<file path="src/rtl/hazard_stall_ctrl.sv">
`default_nettype none
// ============================================================================
// Module   : hazard_stall_ctrl
// Purpose  : ID-stage hazard controller: load-use stall, branch flush and
//            multi-cycle MDU launch/wait with timeout for the 5-stage core.
// Revision : 1.0 - initial release
// ============================================================================
module hazard_stall_ctrl #(
    parameter int MDU_TIMEOUT = 64,
    parameter int CNT_W       = 16
) (
    input  logic             clk,
    input  logic             reset,
    input  logic             IDEX_MemRead,
    input  logic [4:0]       IDEX_rt,
    input  logic [4:0]       IFID_rs,
    input  logic [4:0]       IFID_rt,
    input  logic             IFID_UsesRt,
    input  logic             IFID_IsMDU,
    input  logic             BranchTaken,
    input  logic             mdu_done,
    output logic             PCWrite,
    output logic             IFIDWrite,
    output logic             IDEX_Bubble,
    output logic             IFID_Flush,
    output logic             mdu_start,
    output logic             mdu_timeout,
    output logic [CNT_W-1:0] stall_cycles
);

    localparam int                  c_wait_w    = (MDU_TIMEOUT > 1) ? $clog2(MDU_TIMEOUT) : 1;
    localparam logic [c_wait_w-1:0] c_wait_last = c_wait_w'(MDU_TIMEOUT - 1);

    typedef enum logic [1:0] {
        ST_RUN      = 2'd0,
        ST_MDU_WAIT = 2'd1,
        ST_RELEASE  = 2'd2
    } state_t;

    state_t              state_q, state_d;
    logic [c_wait_w-1:0] wait_cnt_q, wait_cnt_d;
    logic                mdu_timeout_q, mdu_timeout_d;
    logic [CNT_W-1:0]    stall_cycles_q, stall_cycles_d;
    logic                w_load_use;

    assign w_load_use = IDEX_MemRead && (IDEX_rt != 5'd0) &&
                        ((IDEX_rt == IFID_rs) || (IFID_UsesRt && (IDEX_rt == IFID_rt)));

    always_comb begin
        state_d       = state_q;
        wait_cnt_d    = wait_cnt_q;
        mdu_timeout_d = mdu_timeout_q;
        PCWrite       = 1'b1;
        IFIDWrite     = 1'b1;
        IDEX_Bubble   = 1'b0;
        IFID_Flush    = 1'b0;
        mdu_start     = 1'b0;

        case (state_q)
            ST_RUN: begin
                // Load-use wins over a branch: the branch compared stale operands.
                if (w_load_use) begin
                    PCWrite     = 1'b0;
                    IFIDWrite   = 1'b0;
                    IDEX_Bubble = 1'b1;
                end else if (BranchTaken) begin
                    IFID_Flush  = 1'b1;
                end else if (IFID_IsMDU) begin
                    mdu_start   = 1'b1;
                    PCWrite     = 1'b0;
                    IFIDWrite   = 1'b0;
                    IDEX_Bubble = 1'b1;
                    wait_cnt_d  = '0;
                    state_d     = ST_MDU_WAIT;
                end
            end
            ST_MDU_WAIT: begin
                PCWrite     = 1'b0;
                IFIDWrite   = 1'b0;
                IDEX_Bubble = 1'b1;
                if (mdu_done) begin
                    state_d = ST_RELEASE;
                end else if (wait_cnt_q == c_wait_last) begin
                    mdu_timeout_d = 1'b1;
                    state_d       = ST_RELEASE;
                end else begin
                    wait_cnt_d = wait_cnt_q + c_wait_w'(1);
                end
            end
            ST_RELEASE: begin
                state_d = ST_RUN;
            end
            default: begin
                state_d = ST_RUN;
            end
        endcase

        if (reset) begin
            PCWrite     = 1'b1;
            IFIDWrite   = 1'b1;
            IDEX_Bubble = 1'b0;
            IFID_Flush  = 1'b0;
            mdu_start   = 1'b0;
        end

        stall_cycles_d = stall_cycles_q;
        if (!PCWrite && (stall_cycles_q != {CNT_W{1'b1}})) begin
            stall_cycles_d = stall_cycles_q + CNT_W'(1);
        end
    end

    always_ff @(posedge clk) begin
        if (reset) begin
            state_q        <= ST_RUN;
            wait_cnt_q     <= '0;
            mdu_timeout_q  <= 1'b0;
            stall_cycles_q <= '0;
        end else begin
            state_q        <= state_d;
            wait_cnt_q     <= wait_cnt_d;
            mdu_timeout_q  <= mdu_timeout_d;
            stall_cycles_q <= stall_cycles_d;
        end
    end

    assign mdu_timeout  = mdu_timeout_q;
    assign stall_cycles = stall_cycles_q;

endmodule
`default_nettype wire
</file>
<file path="config.mk">
export PLATFORM = sky130hd
export DESIGN_NAME = hazard_stall_ctrl
export DESIGN_NICKNAME = d
export VERILOG_FILES = /design/src/rtl/hazard_stall_ctrl.sv
export SDC_FILE = /design/constraint.sdc
export NUM_CORES = 1
export LEC_CHECK = 0
export ABC_CLOCK_PERIOD_IN_PS = 6350
export CORE_MARGIN = 3
export CORE_UTILIZATION = 35
export CTS_CLUSTER_SIZE = 30
export DETAILED_ROUTE_END_ITERATION = 8
export GPL_ROUTABILITY_DRIVEN = 0
export HOLD_SLACK_MARGIN = 0.1
export PLACE_DENSITY_LB_ADDON = 0.25
export SLEW_MARGIN = 10
export SYNTH_ARGS = -nofsm -noshare
export SYNTH_HDL_FRONTEND = slang
export SYNTH_SLANG_ARGS = --single-unit
</file>
<file path="constraint.sdc">
create_clock -name clk -period 6.35 [get_ports clk]
set_input_delay 1.27 -clock clk [delete_from_list [all_inputs] [get_ports clk]]
set_output_delay 1.27 -clock clk [all_outputs]
set_load 0.01 [all_outputs]
</file>
== Word-level counts from Yosys, hierarchy flattened ==
Cells that the tools add are included.

* Eq/ne operators: 11
* $add $sub $neg: 2
* Bitwise operators: 1
* Multiplexer cells: 29
* Reductions and logical operators: 12

{| class="wikitable"
|+ Operator list
! operator !! count
|-
| $mux 6 || 5
|-
| $add 16x1->16 const B || 1
|-
| $ne 16x16->1 const B || 1
|-
| $mux 1 || 15
|-
| $pmux 6 s2 || 1
|-
| $eq 5x5->1 || 2
|-
| $mux 2 || 5
|-
| $ne 2x2->1 const B || 5
|-
| $add 6x1->6 const B || 1
|-
| $eq 6x6->1 const B || 1
|-
| $reduce_and 6->1 || 1
|-
| $reduce_bool 5->1 || 1
|-
| $logic_and 1x1->1 || 4
|-
| $pmux 1 s2 || 2
|-
| $pmux 2 s2 || 1
|-
| $reduce_and 4->1 || 1
|-
| $ne 3x3->1 const B || 1
|-
| $reduce_and 3->1 || 1
|-
| $eq 2x1->1 const B || 1
|-
| $logic_not 2->1 || 1
|-
| $reduce_bool 2->1 || 1
|-
| $logic_not 1->1 || 1
|-
| $logic_or 1x1->1 || 1
|-
| $not 1->1 || 1
|}

* Output and inout bits: 22
* Register bits after elaboration: 25
* Input port bits: 22

== Logic depth before layout (Yosys ltp) ==
Gate-level depths: netlist of the first run.

* Depth after elaboration: 9
* Gate-level depth with buffers: 9

== Worst setup path after synthesis of the first run ==
OpenSTA, ideal clock, no wires.

* Path type: input to output
* Start: input IDEX_rt[1]
* End: output PCWrite
* Arrival: 2.614 ns
* Slack: 2.466 ns
* Stages on the path: 6
* Cell sequence: or4_1 o21ai_1 o21a_1 buf_6 nand2b_1 buf_4

* Cells in the longest elaborated chain, start to end: 7

{| class="wikitable"
|+ Ends and longest elaborated chain
! element !! RTL line !! source
|-
| start, declared || 15 || <nowiki>input logic [4:0] IDEX_rt,</nowiki>
|-
| $eq 5x5->1 || 47 || <nowiki>((IDEX_rt == IFID_rs) || (IFID_UsesRt && (IDEX_rt == IFID_rt)));</nowiki>
|-
| $logic_and 1x1->1 || 47 ||
|-
| $logic_or 1x1->1 || 47 ||
|-
| $logic_and 1x1->1 (*) || 46 || <nowiki>assign w_load_use = IDEX_MemRead && (IDEX_rt != 5'd0) &&</nowiki>
|-
| $mux 1 (*) || - ||
|-
| $pmux 1 s2 (*) || - ||
|-
| $mux 1 (*) || - ||
|-
| end, declared || 22 || <nowiki>output logic PCWrite,</nowiki>
|}

Every way passes the cells marked *; elsewhere a longest branch is shown, timed or not.

== Final worst setup path of the first run ==
* Start: input IDEX_rt[3]
* End: output IDEX_Bubble

* Cells in the longest elaborated chain, start to end: 7

{| class="wikitable"
|+ Ends and longest elaborated chain
! element !! RTL line !! source
|-
| $eq 5x5->1 || 47 ||
|-
| $logic_and 1x1->1 || 47 ||
|-
| $logic_or 1x1->1 || 47 ||
|-
| $logic_and 1x1->1 (*) || 46 ||
|-
| $mux 1 (*) || 62 || <nowiki>if (w_load_use) begin</nowiki>
|-
| $pmux 1 s2 (*) || 59 || <nowiki>case (state_q)</nowiki>
|-
| $mux 1 (*) || 98 || <nowiki>if (reset) begin</nowiki>
|-
| end, declared || 24 || <nowiki>output logic IDEX_Bubble,</nowiki>
|}

Marked as above.

==> results of run 1 <==
==> cells by family (layout without fill, tap and decap cells) <==
logic type	Yosys count	after routing
buf+inv	16	55
xor+xnor	10	10
compound gates	44	44
fa+ha+maj	2	2
mux	3	3
flops	25	25
simple gates	73	73
==> layout make-up <==
type                    count  area (um2)  share of cell area [%]
well taps                  48       60.06                   3.075
clock buffers               3       41.29                   2.114
inverters                   7       26.28                   1.345
flip-flops and latches     25       500.5                   25.62
multi-input cells         132       879.6                   45.04
clock inverters             1       7.507                  0.3844
repair buffers             44       437.9                   22.42
==> placed cells by master (no fill, tap or decap), types with 2 or more instances in the layout <==
cell type / n
or3_1: 3
nor3_1: 5
and3_1: 4
ha_1: 2
o21a_1: 3
nor2_1: 10
or4_1: 8
a21o_1: 3
o21ai_0: 3
o31ai_1: 6
nor4_1: 4
xor2_1: 9
nand2_1: 9
nor2b_1: 4
clkdlybuf4s50_1: 43
nand3_1: 8
a21oi_1: 12
inv_1: 7
or3b_1: 2
clkbuf_8: 3
or2_2: 2
nand2b_1: 2
mux2_1: 3
o21ai_1: 3
dfxtp_1: 25
o41ai_1: 2
nand4_1: 5
o31a_1: 2
==> path summary, 6_finish.rpt <==
| kind | startpoint | endpoint | slack, ns | cells after the start |
|---|---|---|---|---|
| setup reg to reg | stall_cycles[0]$_SDFFE_PP0P_ | stall_cycles[6]$_SDFFE_PP0P_ | 3.74 | 6 |
| setup / recovery | IDEX_rt[3] | IDEX_Bubble | 1.57 | 8 |
| hold / removal | mdu_timeout$_SDFFE_PP0P_ | mdu_timeout$_SDFFE_PP0P_ | 0.49 | 2 |
| hold reg to reg | mdu_timeout$_SDFFE_PP0P_ | mdu_timeout$_SDFFE_PP0P_ | 0.49 | 2 |
==> worst max-delay path: stages <==
cell and delay (ns):
clkdlybuf4s50_1 0.47, xor2_1 0.19, nor4_1 0.30, a32oi_1 0.20
o21a_1 0.21, nand2b_1 0.23, inv_1 0.10, clkdlybuf4s50_1 0.53
==> metal layers <==
metal / track usage, % / part of all wire (%)
met1: 19.48 / 48
met3: 2.983 / 3.4
met4: 2.505 / 0.67
met2: 24.41 / 48
met5: 0 / 0
==> report_power, final <==
part | switching [mW] | internal [mW]
Clock | 0.0524 | 0.0445
Sequential | 0.00269 | 0.159
Combinational | 0.0280 | 0.0276
Total | 0.0831 | 0.231
==> flip-flops by register name (all words and copies together) (netlist names) <==
name          flops
wait_cnt_q        6
mdu_timeout       1
stall_cycles     16
state_q           2
==> stage by stage <==
step / hold slack (ns) / utilization [%]
finish: 0.4866 / 50.68
detailed placement: 0.4653 / 49.42
CTS: 0.4992 / 50.68
global route: 0.5325 / 50.68
floorplan: 0.4666 / -
global placement: 0.4754 / 49.42
==> impl_metrics.ini, run 1 <==
[status]
outcome = finished, final reports clean

[floorplan]
dieArea_um2 = 5011
ioPinCount = 44
coreArea_um2 = 3854
initial_core_util_pct = 38.12
rows = 22
die_h_um = 70.79
die_x_um = 70.79

[logic_synthesis]
synth-simple-area-share_pct = 29.64
syn_inst = 173
syn_area_um2 = 1469
async_reset_ff_share_pct = 0
synth_top_family_by_area = simple AND/OR/NAND/NOR gates
synth-compound-area-share_pct = 20.27
synth.most_common_cell = dfxtp_1
synthXorXnorAreaFrac_pct = 5.963
ys_warn_count = 0
synth_common_cells = dfxtp_1 (25), a21oi_1 (12), nor2_1 (10)
synthesis.nets = 197
yosys.area.top_type_share_pct = 34.07
synth.avg_cell_area_um2 = 8.491
synth-seq-cells = 25
post_synth_main_area_contributors = dfxtp_1 (34%), xor2_1 (5.4%), a21oi_1 (4.1%), or4_1 (4.1%), o31ai_1 (3.1%)
yosys.area.top_type = dfxtp_1
ys_seq_area_share_pct = 34.07
synth_adder_area_share_pct = 1.704
synth.distinct_cells = 49
yosys-mux-area-fraction_pct = 2.300
synth_edf_count = 0
ys.flop_type = dfxtp_1

[detailed_routing]
drc = 0
drt-initial-drc-count = 83
detail_route.vias_per_cell = 5.469
num_vias = 1422
drt-total-wl_mm = 3.563
firstDrtPassIters = 4
post_drt_wl_per_cell_um = 13.70
drtAntennaViolNets = 0

[final_layout]
n_antenna_cell = 0
fin_nets = 237
syn_to_final_growth_pct = 32.96
final_area_um2 = 1953
drive_gt1_share_pct = 6.132
finalNonFillerCells = 260
n_fill_cell = 404

[sta]
min_period_over_period_pct = 75.28
fmax_mhz = 209.2
fin_setup_tns_ns = 0
maxSlewViolCount = 0
setup_ws_ns = 1.570
slew_headroom_pct = 35.83
rsz0062_at_grt = false
finClkSkew_ns = 0.01056
finalSetupViolCount = 0
hold_violations = 0
final.min_clock_period_ns = 4.780
tightest_slew_ns = 0.9561

[cts]
clock-sinks = 25
cts_resized = 0
cts-buffers-inserted = 3
htreeDepth = 1
cts_tree = yes
cts_buffer_depth = 2
cts_hold_buf = 0
clk_pin_slew_worst_paths_ns = 0.09
postCtsSetupBuffers = 0
clk_latency_ns = 0.27
root_buffer = clkbuf_8

[pwr]
finalPower_mw = 0.3137
vdd_drop_max_mv = 0.1480
cellLeakagePower_nw = 0.6750
p_per_area_nw_per_um2 = 160.6

[global_routing]
grt_use_total_pct = 14.52
grt_max_degree = 28
grt_pass1_vias = 1323
antenna_found_initial = 0
grt_overflow = 0
grt_pass1_wl_mm = 6.085

[job]
cap_violations = 0

[critical_path]
crit_path_end_kind = output port
cp_max_fo = 5
cp_data_arrival_time_ns = 3.51
cp-start-kind = primary input
worst-setup-path-type = in -> out
cp_data_required_time_ns = 5.08

[placed_design]
placed_area_um2 = 1904
dp_worst_setup_slack_ns = 1.574
dpl.cell_count = 256
portBuffers = 43
dp_hpwl_mm = 2.713

[worst_hold_path]
hp-class = reg -> reg
(Power assumes the default switching activity.)
==> inputs of run 2 (changes only) <==
- ABC_CLOCK_PERIOD_IN_PS: 6350 -> 4300
- clock period: 6.35 -> 4.3 ns (I/O delays scaled with it)
==> impl_metrics.ini, run 2 (synthesis results as in run 1) <==
[sta]
final.min_clock_period_ns = 3.939
fin_setup_tns_ns = 0
min_period_over_period_pct = 91.60
hold_violations = 0
tightest_slew_ns = 0.9866
rsz0062_at_grt = false
slew_headroom_pct = 33.78
fmax_mhz = 253.9
maxSlewViolCount = 0
finClkSkew_ns = 0.004188
finalSetupViolCount = 0
setup_ws_ns = 0.3610

[final_layout]
post-route-util_pct = 50.78
fin_nets = 238
largest_register_ffs = 16
final_common_cell = clkdlybuf4s50_1
final_cell_mix = clkdlybuf4s50_1 (43), dfxtp_1 (25), a21oi_1 (12)
syn_to_final_growth_pct = 33.22
drive_gt1_share_pct = 6.103
n_antenna_cell = 0

[detailed_routing]
drc = 0
drtAntennaViolNets = 0
num_vias = 1419
drt-total-wl_mm = 3.478
detail_route.vias_per_cell = 5.437
firstDrtPassIters = 4
drt-initial-drc-count = 63
post_drt_wl_per_cell_um = 13.33

[critical_path]
cp_data_required_time_ns = 3.44
cp_max_fo = 5
critPathSlowestCell = clkdlybuf4s50_1
cp_data_arrival_time_ns = 3.08
cp-start-kind = primary input
worst_path_most_repeated_cell = clkdlybuf4s50_1
cp_cell_sequence = clkdlybuf4s50_1 > or4_1 > o21ai_1 > o21a_1 > nand2b_1 > clkdlybuf4s50_1
worst-setup-path-type = in -> out
r2r_slack_ns = 1.66
critPathMaxStageDelay_ns = 0.58
crit_path_end_kind = output port

[floorplan]
die_h_um = 70.79
rows = 22
dieArea_um2 = 5011
coreArea_um2 = 3854
initial_core_util_pct = 38.12
ioPinCount = 44
die_x_um = 70.79

[cts]
cts_hold_buf = 0
root_buffer = clkbuf_8
cts_tree = yes
clock-sinks = 25
cts_resized = 0
postCtsSetupBuffers = 0
htreeDepth = 1
cts_buffer_depth = 2
clk_latency_ns = 0.27
cts-buffers-inserted = 3
clk_pin_slew_worst_paths_ns = 0.08

[global_routing]
grt_max_degree = 28
grt_pass1_wl_mm = 5.927
grt_pass1_vias = 1300
grt_use_total_pct = 14.04
grt_overflow = 0
antenna_found_initial = 0

[job]
cap_violations = 0

[placed_design]
dp_hpwl_mm = 2.605
portBuffers = 43
dp_worst_setup_slack_ns = 0.3625

[status]
outcome = finished, final reports clean

[pwr]
vdd_drop_max_mv = 0.2289
cellLeakagePower_nw = 0.6808
p_per_area_nw_per_um2 = 235.4
finalPower_mw = 0.4607

[worst_hold_path]
hp-class = reg -> reg
==> run 2: area by class of cell <==
cell class / instances / area, um2
Timing Repair Buffer: 45 / 445.4
Tap cell: 48 / 60.06
Fill cell: 374 / 1897
Inverter: 7 / 26.28
Clock buffer: 4 / 45.04
Multi-Input combinational cell: 132 / 879.6
Sequential cell: 25 / 500.5
==> run 2: per-stage QoR <==
stage	hold slack [ns]	instances	area, um2
2_1_floorplan	0.4666	173	1469
3_3_place_gp	0.4719	257	1912
3_5_place_dp	0.4724	257	1912
4_1_cts	0.4972	261	1957
5_1_grt	0.5216	261	1957
6_report	0.4977	261	1957
==> run 2: critical path: cells and delay by family <==
| family | cells | cell delay, ns |
|---|---|---|
| buffers and inverters | 2 | 1.04 |
| AND/OR/NAND/NOR | 2 | 0.75 |
| AO/OA/AOI/OAI | 2 | 0.42 |
==> run 2: report_power, final <==
part / internal [mW] / switching [mW]
clock: 0.0663 / 0.0744
combinational: 0.0413 / 0.0408
sequential: 0.234 / 0.00389
total: 0.342 / 0.119
==> run 2: final timing paths <==
check | startpoint | endpoint | cells past startpoint
setup / recovery | IDEX_rt[1] | PCWrite | 6
hold / removal | mdu_timeout$_SDFFE_PP0P_ | mdu_timeout$_SDFFE_PP0P_ | 2
setup reg to reg | stall_cycles[0]$_SDFFE_PP0P_ | stall_cycles[6]$_SDFFE_PP0P_ | 6
hold reg to reg | mdu_timeout$_SDFFE_PP0P_ | mdu_timeout$_SDFFE_PP0P_ | 2
==> run 2: routing by layer <==
metal	track usage, %	up-vias	wire length, um
li1	-	729	-
met1	19.26	667	1710
met2	22.66	21	1637
met3	3.409	2	113
met4	2.505	0	17
met5	0	-	0
==> inputs of run 3 (changes only) <==
- CELL_PAD_IN_SITES_DETAIL_PLACEMENT: not set -> 0
- CELL_PAD_IN_SITES_GLOBAL_PLACEMENT: not set -> 2
- CORE_ASPECT_RATIO: not set -> 1.25
- CORE_UTILIZATION: 35 -> 24
==> impl_metrics.ini, run 3 (synthesis results as in run 1) <==
[critical_path]
cpLargestDelayFamily = buffers and inverters
cp.depth = 6
worst-setup-path-type = in -> out
crit_path_end_kind = output port
reg2reg_from = stall_cycles[0]$_SDFFE_PP0P_
cp_data_arrival_time_ns = 3.16
cp_data_required_time_ns = 3.44
r2r_slack_ns = 1.98
ff2ff_path_depth = 7
crit_buf_inv = 2
r2r-end = stall_cycles[13]$_SDFFE_PP0P_
cp_cell_sequence = clkdlybuf4s50_1 > or4_1 > o21ai_1 > o21a_1 > nand2b_1 > clkdlybuf4s50_1
worstSetupStartpoint = IDEX_rt[1]
cp-start-kind = primary input
critPathSlowestCell = clkdlybuf4s50_1
cp_max_fo = 5
critPathMaxStageDelay_ns = 0.59
critPathCapture = IFIDWrite
worst_path_most_repeated_cell = clkdlybuf4s50_1

[floorplan]
rows = 31
initial_core_util_pct = 25.08
die_h_um = 93.47
dieArea_um2 = 7101
coreArea_um2 = 5857
ioPinCount = 44
die_x_um = 75.98

[final_layout]
fin_nets = 239
drive_gt1_share_pct = 7.009
syn_to_final_growth_pct = 36.88
n_fill_cell = 623
n_antenna_cell = 0
final_area_um2 = 2011
largest_register_ffs = 16
final_common_cell = clkdlybuf4s50_1
final_cell_mix = clkdlybuf4s50_1 (43), dfxtp_1 (25), a21oi_1 (12)

[cts]
cts_buffer_depth = 2
cts_resized = 0
clock-sinks = 25
cts_tree = yes
clk_latency_ns = 0.28
root_buffer = clkbuf_8
postCtsSetupBuffers = 0
cts_hold_buf = 0
clk_pin_slew_worst_paths_ns = 0.10
htreeDepth = 1
cts-buffers-inserted = 3

[detailed_routing]
drtAntennaViolNets = 0
post_drt_wl_per_cell_um = 14.73
drc = 0
drt-total-wl_mm = 4.359
detail_route.vias_per_cell = 4.939
firstDrtPassIters = 4
num_vias = 1462
drt-initial-drc-count = 41

[sta]
final.min_clock_period_ns = 4.021
fin_setup_tns_ns = 0
hold_violations = 0
finalSetupViolCount = 0
slew_headroom_pct = 71.79
finClkSkew_ns = 0.004810
tightest_slew_ns = 0.4215
min_period_over_period_pct = 93.51
maxSlewViolCount = 0
setup_ws_ns = 0.2791
fmax_mhz = 248.7
rsz0062_at_grt = false

[placed_design]
dp_worst_setup_slack_ns = 0.2879
placed_area_um2 = 1962
dp_hpwl_mm = 3.306
portBuffers = 43

[global_routing]
grt_max_degree = 28
antenna_found_initial = 0
grt_overflow = 0
grt_pass1_wl_mm = 7.265
grt_use_total_pct = 12.32
grt_pass1_vias = 1520

[worst_hold_path]
hp-class = reg -> reg

[job]
cap_violations = 0

[status]
outcome = finished, final reports clean

[pwr]
cellLeakagePower_nw = 0.6846
vdd_drop_max_mv = 0.1083
finalPower_mw = 0.4780
p_per_area_nw_per_um2 = 237.7
==> run 3: cell types whose count changed in the layout (fill, tap and decap cells not counted) <==
cell / delta
buf_4: +1
clkbuf_1: -1
clkinvlp_4: +1
==> run 3: worst min-delay path by stage <==
stage,slack (ns),from,to,cells after the start
3_3_place_gp,0.46,mdu_timeout$_SDFFE_PP0P_,mdu_timeout$_SDFFE_PP0P_,2
5_1_grt,0.53,wait_cnt_q[1]$_SDFFE_PP0P_,wait_cnt_q[1]$_SDFFE_PP0P_,2
4_1_cts,0.51,stall_cycles[11]$_SDFFE_PP0P_,stall_cycles[11]$_SDFFE_PP0P_,2
3_5_place_dp,0.48,mdu_timeout$_SDFFE_PP0P_,mdu_timeout$_SDFFE_PP0P_,2
2_1_floorplan,0.47,wait_cnt_q[1]$_SDFFE_PP0P_,wait_cnt_q[1]$_SDFFE_PP0P_,2
6_report,0.49,mdu_timeout$_SDFFE_PP0P_,mdu_timeout$_SDFFE_PP0P_,2
==> run 3: per-stage QoR <==
step | hold WS (ns) | utilization, % | cells
4_1_cts | 0.5060 | 34.33 | 296
2_1_floorplan | 0.4666 | - | 173
6_report | 0.4943 | 34.33 | 296
5_1_grt | 0.5334 | 34.33 | 296
3_3_place_gp | 0.4642 | 33.50 | 292
3_5_place_dp | 0.4831 | 33.50 | 292
==> run 3: power by group <==
group	switching, mW	internal, mW
Sequential	0.00420	0.234
Combinational	0.0446	0.0421
Clock	0.0870	0.0660
Total	0.136	0.342
==> run 3: area by class of cell <==
class                           instances  area, um2  area share, %
Timing Repair Buffer                   46      452.9          22.53
Clock inverter                          1      7.507         0.3734
Inverter                                7      26.28          1.307
Sequential cell                        25      500.5          24.89
Clock buffer                            3      41.29          2.054
Multi-Input combinational cell        132      879.6          43.75
Tap cell                               82      102.6          5.103
==> run 3: metal layers <==
| metal | track usage (%) | vias up | wire [um] |
|---|---|---|---|
| met5 | 0 | - | 0 |
| li1 | - | 733 | - |
| met3 | 2.890 | 8 | 187 |
| met4 | 4.532 | 0 | 72 |
| met2 | 23.89 | 33 | 2336 |
| met1 | 12.85 | 688 | 1763 |
==> run 3: tightest hold or removal path, stage by stage (launching register included) <==
cell	delay, ns
dfxtp_1	0.35
a41oi_1	0.05
nor2_1	0.07
